### src/rtl/rw_seq_pkg.sv
// rw_seq_pkg: state encodings and gap-draw helper shared by the strobe sequencer.
package rw_seq_pkg;
    typedef enum logic [1:0] {W_IDLE, W_STB, W_GAP, W_FIN} wr_state_e;
    typedef enum logic [1:0] {R_IDLE, R_WAIT, R_ACT, R_FIN} rd_state_e;
    function automatic logic [7:0] gap_calc(input logic [7:0] lfsr_byte, input int gmin, input int gmax);
        return 8'(gmin + int'(lfsr_byte) % (gmax - gmin + 1));
    endfunction
endpackage

### src/rtl/rw_gap_lfsr.sv
// rw_gap_lfsr: 16-bit Fibonacci LFSR (taps 16,14,13,11) feeding the gap draws.
module rw_gap_lfsr #(
    parameter logic [15:0] SEED = 16'hACE1
) (
    input  logic        clk,
    input  logic        rst,
    input  logic        en,
    output logic [15:0] q
);
    always_ff @(posedge clk or negedge rst)
        if (!rst) q <= SEED;
        else if (en) q <= {q[14:0], q[15] ^ q[13] ^ q[12] ^ q[10]};
endmodule

### src/rtl/rw_strobe_sequencer.sv
// rw_strobe_sequencer: concurrent wr/rd strobe generator with a one-cycle done pulse.
// RW_SEQ_LFSR_GAP_EN selects pseudorandom gaps; otherwise every gap is GAP_MAX.
module rw_strobe_sequencer
    import rw_seq_pkg::*;
#(
    parameter int          NUM_WR  = 5,
    parameter int          NUM_RD  = 5,
    parameter int          RD_LEN  = 2,
    parameter int          GAP_MIN = 1,
    parameter int          GAP_MAX = 3,
    parameter logic [15:0] SEED    = 16'hACE1,
    localparam int         WCW     = $clog2(NUM_WR + 1),
    localparam int         RCW     = $clog2(NUM_RD + 1)
) (
    input  logic           clk,
    input  logic           rst,
    input  logic           start,
    output logic           wr,
    output logic           rd,
    output logic           done,
    output logic           busy,
    output logic [WCW-1:0] wr_cnt,
    output logic [RCW-1:0] rd_cnt
);
    localparam int CW = $clog2((GAP_MAX > RD_LEN ? GAP_MAX : RD_LEN) + 1);

    wr_state_e      r_wr_st, w_wr_nxt;
    rd_state_e      r_rd_st, w_rd_nxt;
    logic [CW-1:0]  r_wr_tmr, r_rd_tmr;
    logic [WCW-1:0] r_wr_cnt;
    logic [RCW-1:0] r_rd_cnt;
    logic [7:0]     w_wr_gap, w_rd_gap;
    logic           w_both_fin, w_go;

`ifdef RW_SEQ_LFSR_GAP_EN
    logic [15:0] w_lfsr;
    rw_gap_lfsr #(.SEED(SEED)) u_lfsr (.clk(clk), .rst(rst), .en(busy), .q(w_lfsr));
    // simultaneous draws must not share a byte, so read takes the upper half
    assign w_wr_gap = gap_calc(w_lfsr[7:0], GAP_MIN, GAP_MAX);
    assign w_rd_gap = gap_calc((r_wr_st == W_STB) ? w_lfsr[15:8] : w_lfsr[7:0], GAP_MIN, GAP_MAX);
`else
    logic w_unused;
    assign w_unused = ^{SEED, 32'(GAP_MIN)};
    assign w_wr_gap = 8'(GAP_MAX);
    assign w_rd_gap = 8'(GAP_MAX);
`endif

    assign w_both_fin = (r_wr_st == W_FIN) && (r_rd_st == R_FIN);
    assign busy       = (r_wr_st != W_IDLE) && !w_both_fin;
    assign done       = w_both_fin;
    assign w_go       = start && !busy;
    assign wr         = r_wr_st == W_STB;
    assign rd         = r_rd_st == R_ACT;
    assign wr_cnt     = r_wr_cnt;
    assign rd_cnt     = r_rd_cnt;

    always_comb begin
        w_wr_nxt = r_wr_st;
        unique case (r_wr_st)
            W_STB:   w_wr_nxt = W_GAP;
            W_GAP:   if (r_wr_tmr == '0) w_wr_nxt = (r_wr_cnt == WCW'(NUM_WR)) ? W_FIN : W_STB;
            default: w_wr_nxt = w_go ? W_STB : w_both_fin ? W_IDLE : r_wr_st;
        endcase
    end

    always_comb begin
        w_rd_nxt = r_rd_st;
        unique case (r_rd_st)
            R_WAIT:  if (r_rd_tmr == '0) w_rd_nxt = (r_rd_cnt == RCW'(NUM_RD)) ? R_FIN : R_ACT;
            R_ACT:   if (r_rd_tmr == '0) w_rd_nxt = R_WAIT;
            default: w_rd_nxt = w_go ? R_WAIT : w_both_fin ? R_IDLE : r_rd_st;
        endcase
    end

    // timers load on state entry and count down to zero, where the state exits
    always_ff @(posedge clk or negedge rst) begin
        if (!rst) begin
            r_wr_st  <= W_IDLE;
            r_rd_st  <= R_IDLE;
            r_wr_tmr <= '0;
            r_rd_tmr <= '0;
            r_wr_cnt <= '0;
            r_rd_cnt <= '0;
        end else begin
            r_wr_st  <= w_wr_nxt;
            r_rd_st  <= w_rd_nxt;
            r_wr_tmr <= (r_wr_st == W_STB) ? CW'(w_wr_gap - 8'd1) :
                        (r_wr_tmr != '0) ? r_wr_tmr - CW'(1) : r_wr_tmr;
            r_rd_tmr <= (w_rd_nxt == r_rd_st) ? ((r_rd_tmr != '0) ? r_rd_tmr - CW'(1) : r_rd_tmr) :
                        (w_rd_nxt == R_ACT) ? CW'(RD_LEN - 1) : CW'(w_rd_gap - 8'd1);
            r_wr_cnt <= w_go ? WCW'(1) :
                        (r_wr_st == W_GAP && w_wr_nxt == W_STB) ? r_wr_cnt + WCW'(1) : r_wr_cnt;
            r_rd_cnt <= w_go ? '0 :
                        (r_rd_st == R_WAIT && w_rd_nxt == R_ACT) ? r_rd_cnt + RCW'(1) : r_rd_cnt;
        end
    end
endmodule

### config.mk
export PLATFORM = sky130hd
export DESIGN_NAME = rw_strobe_sequencer
export DESIGN_NICKNAME = d
export VERILOG_FILES = /design/src/rtl/rw_seq_pkg.sv /design/src/rtl/rw_gap_lfsr.sv /design/src/rtl/rw_strobe_sequencer.sv
export SDC_FILE = /design/constraint.sdc
export NUM_CORES = 1
export LEC_CHECK = 0
export BUFFER_PORTS_ARGS = -buffer_cell sky130_fd_sc_hd__buf_4
export CAP_MARGIN = 25
export CORE_MARGIN = 2
export CORE_UTILIZATION = 55
export CTS_CLUSTER_SIZE = 24
export DETAILED_ROUTE_END_ITERATION = 12
export GPL_ROUTABILITY_DRIVEN = 0
export PLACE_DENSITY = 0.72
export SLEW_MARGIN = 20
export SYNTH_ARGS = -nofsm -noshare
export SYNTH_HDL_FRONTEND = slang
export SYNTH_SLANG_ARGS = --single-unit
### constraint.sdc
create_clock -name clk -period 2.3 [get_ports clk]
set_input_delay 0.46 -clock clk [delete_from_list [all_inputs] [get_ports clk]]
set_output_delay 0.46 -clock clk [all_outputs]
set_load 0.03 [all_outputs]
### Word-level counts from Yosys, hierarchy flattened

Cells that the tools add are included.

| operators by class | value |
|---|---|
| add/sub/neg operators | 4 |
| equality and inequality tests | 12 |
| reduce and logical (&&, ||, !) cells | 15 |
| multiplexer cells | 20 |

Operators with widths:

| operator | count |
|---|---|
| 2-bit two-way mux | 13 |
| 3-bit two-way mux | 4 |
| 2-bit nonzero test | 6 |
| 2-bit equality test, second input constant | 5 |
| 2-bit one-hot mux with 2 select lines | 2 |
| 3-bit by 1-bit adder with 3-bit output, second input constant | 2 |
| 2-bit by 1-bit equality test with 1-bit output, second input constant | 3 |
| 3-bit equality test, second input constant | 2 |
| 1-bit logical AND | 5 |
| 2-bit logical NOT | 2 |
| 2-bit by 1-bit subtractor with 2-bit output, second input constant | 2 |
| 2-bit equality test | 1 |
| 1-bit logical NOT | 2 |
| 2-bit by 1-bit != test with 1-bit output, second input constant | 1 |
| 1-bit two-way mux | 1 |

| word-level totals | value |
|---|---|
| logic and storage cells | 57 |
| output and inout bits | 10 |
| bits in registers | 14 |

### Depth between registers and ports, before layout

| logic depth | value |
|---|---|
| depth after elaboration | 12 |
| gate-level depth with buffers | 9 |

### Worst setup path after synthesis

OpenSTA, ideal clock, no wires.

| path | value |
|---|---|
| kind | reg-to-reg |
| start | register r_rd_st[0] |
| end | register r_rd_tmr[0] |
| path buffers | 0 |
| data arrival time | 1.876 ns |
| clock period less this slack | 1.999 ns |
| path slack | 0.301 ns |
| stages on the path, launching flop included | 7 |
| setup time | 0.123 ns |
| cell sequence | dfrtp_1 > ha_1 > a21o_1 > a221o_1 > nand2_1 > mux2_1 > o221a_1 |

| on the way | value |
|---|---|
| word-level cells in the longest chain between the ends | 11 |

Ends and longest elaborated chain:

| what | RTL line | text |
|---|---|---|
| start: declaration | rw_strobe_sequencer.sv:28 | `rd_state_e r_rd_st, w_rd_nxt;` |
| start signal: assignment | rw_strobe_sequencer.sv:86 | `r_rd_st <= w_rd_nxt;` |
| 2-bit equality test | rw_strobe_sequencer.sv:48 | `assign w_both_fin = (r_wr_st == W_FIN) && (r_rd_st == R_FIN);` |
| 1-bit logical AND | rw_strobe_sequencer.sv:48 |  |
| 1-bit logical NOT | rw_strobe_sequencer.sv:49 | `assign busy = (r_wr_st != W_IDLE) && !w_both_fin;` |
| 1-bit logical AND | rw_strobe_sequencer.sv:49 |  |
| 1-bit logical NOT | rw_strobe_sequencer.sv:51 | `assign w_go = start && !busy;` |
| 1-bit logical AND | rw_strobe_sequencer.sv:51 |  |
| 2-bit two-way mux | rw_strobe_sequencer.sv:71 | `default: w_rd_nxt = w_go ? R_WAIT : w_both_fin ? R_IDLE : r_rd_st;` |
| 2-bit one-hot mux with 2 select lines | rw_strobe_sequencer.sv:68 | `unique case (r_rd_st)` |
| 2-bit equality test | rw_strobe_sequencer.sv:90 | `(w_rd_nxt == R_ACT) ? CW'(RD_LEN - 1) : CW'(w_rd_gap - 8'd1);` |
| 2-bit two-way mux | rw_strobe_sequencer.sv:90 |  |
| 2-bit two-way mux | rw_strobe_sequencer.sv:89 | `r_rd_tmr <= (w_rd_nxt == r_rd_st) ? ((r_rd_tmr != '0) ? r_rd_tmr - CW'(1) : r_rd_tmr) :` |
| end signal: assignment | rw_strobe_sequencer.sv:89 |  |
| end: declaration | rw_strobe_sequencer.sv:29 | `logic [CW-1:0] r_wr_tmr, r_rd_tmr;` |

Parallel ways exist; a longest one is shown, timed or not.
A chain may end at the register's enable or synchronous reset.

### Worst setup path after layout

Same ends and word-level chain as after synthesis.

==> flow_summary_export.csv <==
group,metric,value,unit
grt,grt_max_degree,15,
cells_and_area,antenna_cells,0,
run,cap_violations,0,
cells_and_area,syn_to_final_growth,14.7,%
place,io_buffers,12,
routing,drc,0,
clock_tree,ctsLongestPathBuffers,2,
routing,wirelength,2180,um
logic_synthesis,syn-num-nets,135,
clock_tree,cts_root_buf,"clkbuf_4",
logic_synthesis,ys_types,38,
routing,wl_per_cell,13.8,um
cells_and_area,drive_gt1_share,17.3,%
clock_tree,cts.reportedPaths.clkPinSlew,0.10,ns
die,dieArea,0.00231,mm2
logic_synthesis,avgSynthCellArea,9.07,um2
sta,fmax,0.473,GHz
die,die_w,48.1,um
die,row_count,15,
min_path,hold_depth,1,
worst_setup_path,r2r_cells,6,
sta,finalHoldViolations,0,
worst_setup_path,path_class,"reg -> reg",
sta,setup_viol,0,
worst_setup_path,critPathLaunchType,"flop",
worst_setup_path,worstPathMaxFanout,10,
logic_synthesis,ys_warn_count,0,
worst_setup_path,endpoint_kind,"flop",
clock_tree,clk_latency,0.30,ns
sta,fin_hold_ws,0.508,ns
logic_synthesis,netlist_area,0.00107,mm2
clock_tree,cts_tree,"yes",
power,p_leak,0.643,nW
worst_setup_path,worstPathRequired,2.49,ns
power,ir_drop,0.852,mV
sta,slew_headroom,78.7,%
logic_synthesis,ys_seq_area_share,32.7,%
worst_setup_path,r2r_end,"r_rd_tmr[0]",
sta,clock_skew,0.00563,ns
sta,rsz0062_at_grt,"no",
sta,tightest_slew,0.319,ns
grt,grt_pass1_wl,3440,um
sta,min_period,2.12,ns
min_path,worstHoldEndpoint,"r_wr_tmr[1]",
cells_and_area,n_fill_cell,143,
power,powerDensity,1480,mW/mm2
min_path,hold_path.class,"reg -> reg",
logic_synthesis,synth.ff_latch_count,14,
routing,ant_nets,0,
grt,gr-total-overflow,0,
status,status,"finished clean",
worst_setup_path,cp_data_arrival_time,2.31,ns
sta,report.final.slew_viol_count,0,
die,num_io_pins,13,
logic_synthesis,synth_area_leaders,"dfrtp_1, ha_1, inv_1, nand2_1, a21oi_1",
worst_setup_path,timing.rr.start,"r_rd_st[0]",
routing,dr.pass1.iters,4,
routing,post_drt_via_cell_ratio,5.66,
sta,min_period_over_period,92.0,%
place,hpwl,1650,um
cells_and_area,nNetsFinal,151,
die,coreArea,0.00178,mm2
logic_synthesis,synth_top_area_cell,"dfrtp_1",
grt,antenna_found_initial,0,
clock_tree,htreeDepth,1,
worst_setup_path,r2r_slack,0.18,ns
routing,drt_iter0_drc,18,
clock_tree,cts.sinks,14,
clock_tree,cts_inserted_buffers,3,
cells_and_area,stdcell_area,0.00123,mm2
logic_synthesis,synth.top_cell.area_share,32.7,%
die,fp.dieH,48.1,um
sta,finalSetupTns,0,ns
grt,grt_pass1_vias,823,
place,placed_cell_area,0.00118,mm2
grt,grt_usage,21.5,%
die,start_util,60.0,%
min_path,hold_start,"r_wr_tmr[1]",
routing,vias,894,
logic_synthesis,syn_inst,118,
stage by stage:
step           util [%]  setup slack, ns  cells  power, mW
2_1_floorplan         -            0.301    118       1.35
3_3_place_gp       66.2            0.207    153       1.58
3_5_place_dp       66.2            0.167    153       1.62
4_1_cts            68.8            0.154    158       1.82
5_1_grt            68.8           0.0707    158       1.98
6_report           68.8            0.184    158       1.82
Yosys cell counts:
| cell type | number |
|---|---|
| o2bb2ai_1 | 1 |
| clkbuf_1 | 1 |
| nand2_1 | 11 |
| a21oi_1 | 8 |
| o221a_2 | 2 |
| o21ai_1 | 2 |
| a41o_1 | 2 |
| or2_2 | 1 |
| a32oi_4 | 1 |
| nor3_1 | 1 |
| a211o_1 | 1 |
| mux2i_1 | 1 |
| mux2_1 | 1 |
| ha_1 | 14 |
| o211a_1 | 1 |
| a221o_1 | 1 |
| a21o_1 | 1 |
| nor2_1 | 5 |
| and3_1 | 3 |
| o221a_1 | 1 |
| a31oi_1 | 2 |
| buf_4 | 1 |
| a31o_1 | 1 |
| nor3_2 | 1 |
| nand3_1 | 3 |
| nand3b_1 | 1 |
| nor2b_1 | 2 |
| a32oi_1 | 1 |
| and2_1 | 3 |
| dfrtp_1 | 14 |
| o21ai_0 | 5 |
| nand4_1 | 2 |
| xor2_1 | 2 |
| inv_1 | 16 |
| a22oi_1 | 1 |
| a31o_2 | 1 |
| o211ai_1 | 1 |
| nand2b_1 | 2 |
layout make-up:
cell class	instances	area, um2	area share (%)
inverters	16	60.1	4.89
flip-flops and latches	14	352	28.6
multi-input cells	86	648	52.8
well taps	25	31.3	2.55
repair buffers	13	100	8.15
clock buffers	4	36.3	2.96
placed cells by master, fill, tap and decap left out, types with 2 or more instances in the layout:
master and instances:
and2_1 3, xor2_1 2, dfrtp_1 13, o21ai_0 5, a21oi_1 8, o21ai_1 2, ha_1 14, clkbuf_4 3
nand2b_1 2, nand4_1 2, nor2b_1 2, nand3_1 3, a31oi_1 2, buf_4 12, inv_1 16, a41o_1 2
nand2_1 11, o221a_2 2, nor2_1 5, and3_1 3
worst max path at each step:
| stage | from | end | depth (start not counted) |
|---|---|---|---|
| finish | r_rd_st[0] | r_rd_tmr[0] | 6 |
| global route | r_rd_st[1] | r_rd_tmr[0] | 7 |
| CTS | r_rd_st[0] | r_rd_tmr[0] | 6 |
| detailed placement | r_rd_st[0] | r_rd_tmr[0] | 6 |
| global placement | r_rd_st[0] | r_rd_tmr[0] | 7 |
| floorplan | r_rd_st[0] | r_rd_tmr[0] | 6 |
routing by layer:
| layer | vias to the layer above | GRT usage (%) | routed length (um) |
|---|---|---|---|
| met5 | - | 0 | 0 |
| met4 | 0 | 8.65 | 26 |
| met3 | 2 | 2.59 | 63 |
| met2 | 14 | 34.7 | 1020 |
| met1 | 430 | 29.3 | 1080 |
| li1 | 448 | - | - |
sequential cells by signal, indices dropped and copies added (netlist names):
register	flops
r_wr_st	2
wr_cnt	3
rd_cnt	3
r_rd_tmr	2
r_wr_tmr	2
r_rd_st	2
report_power, final:
group	switching (mW)	internal, mW
Clock	0.0949	0.0966
Combinational	0.688	0.484
Sequential	0.105	0.351
what timing repair did:
item,CTS,global route
hold buffers,1,0
gates resized for setup,0,1
endpoints found under the setup margin,0,1
hold endpoints to repair,6,0
setup buffers,0,0
worst max-delay path, cell delays in order (launching register included):
cell and delay, ns:
dfrtp_2 0.48, ha_1 0.25, a21o_1 0.22, a221o_1 0.35
nand2_1 0.16, mux2_1 0.33, o221a_1 0.22
cells by family (layout without fill, tap and decap cells):
family	count (synthesis)	after routing	share of synthesized area [%]
AND/OR/NAND/NOR	35	35	16.7
buffers and inverters	18	33	6.67
multiplexers	2	2	1.99
adder cells (fa/ha/maj)	14	14	16.4
flip-flops	14	14	32.7
AO/OA/AOI/OAI	33	33	23.9
XOR/XNOR	2	2	1.64
No activity file was read; power rests on OpenSTA's default activity.
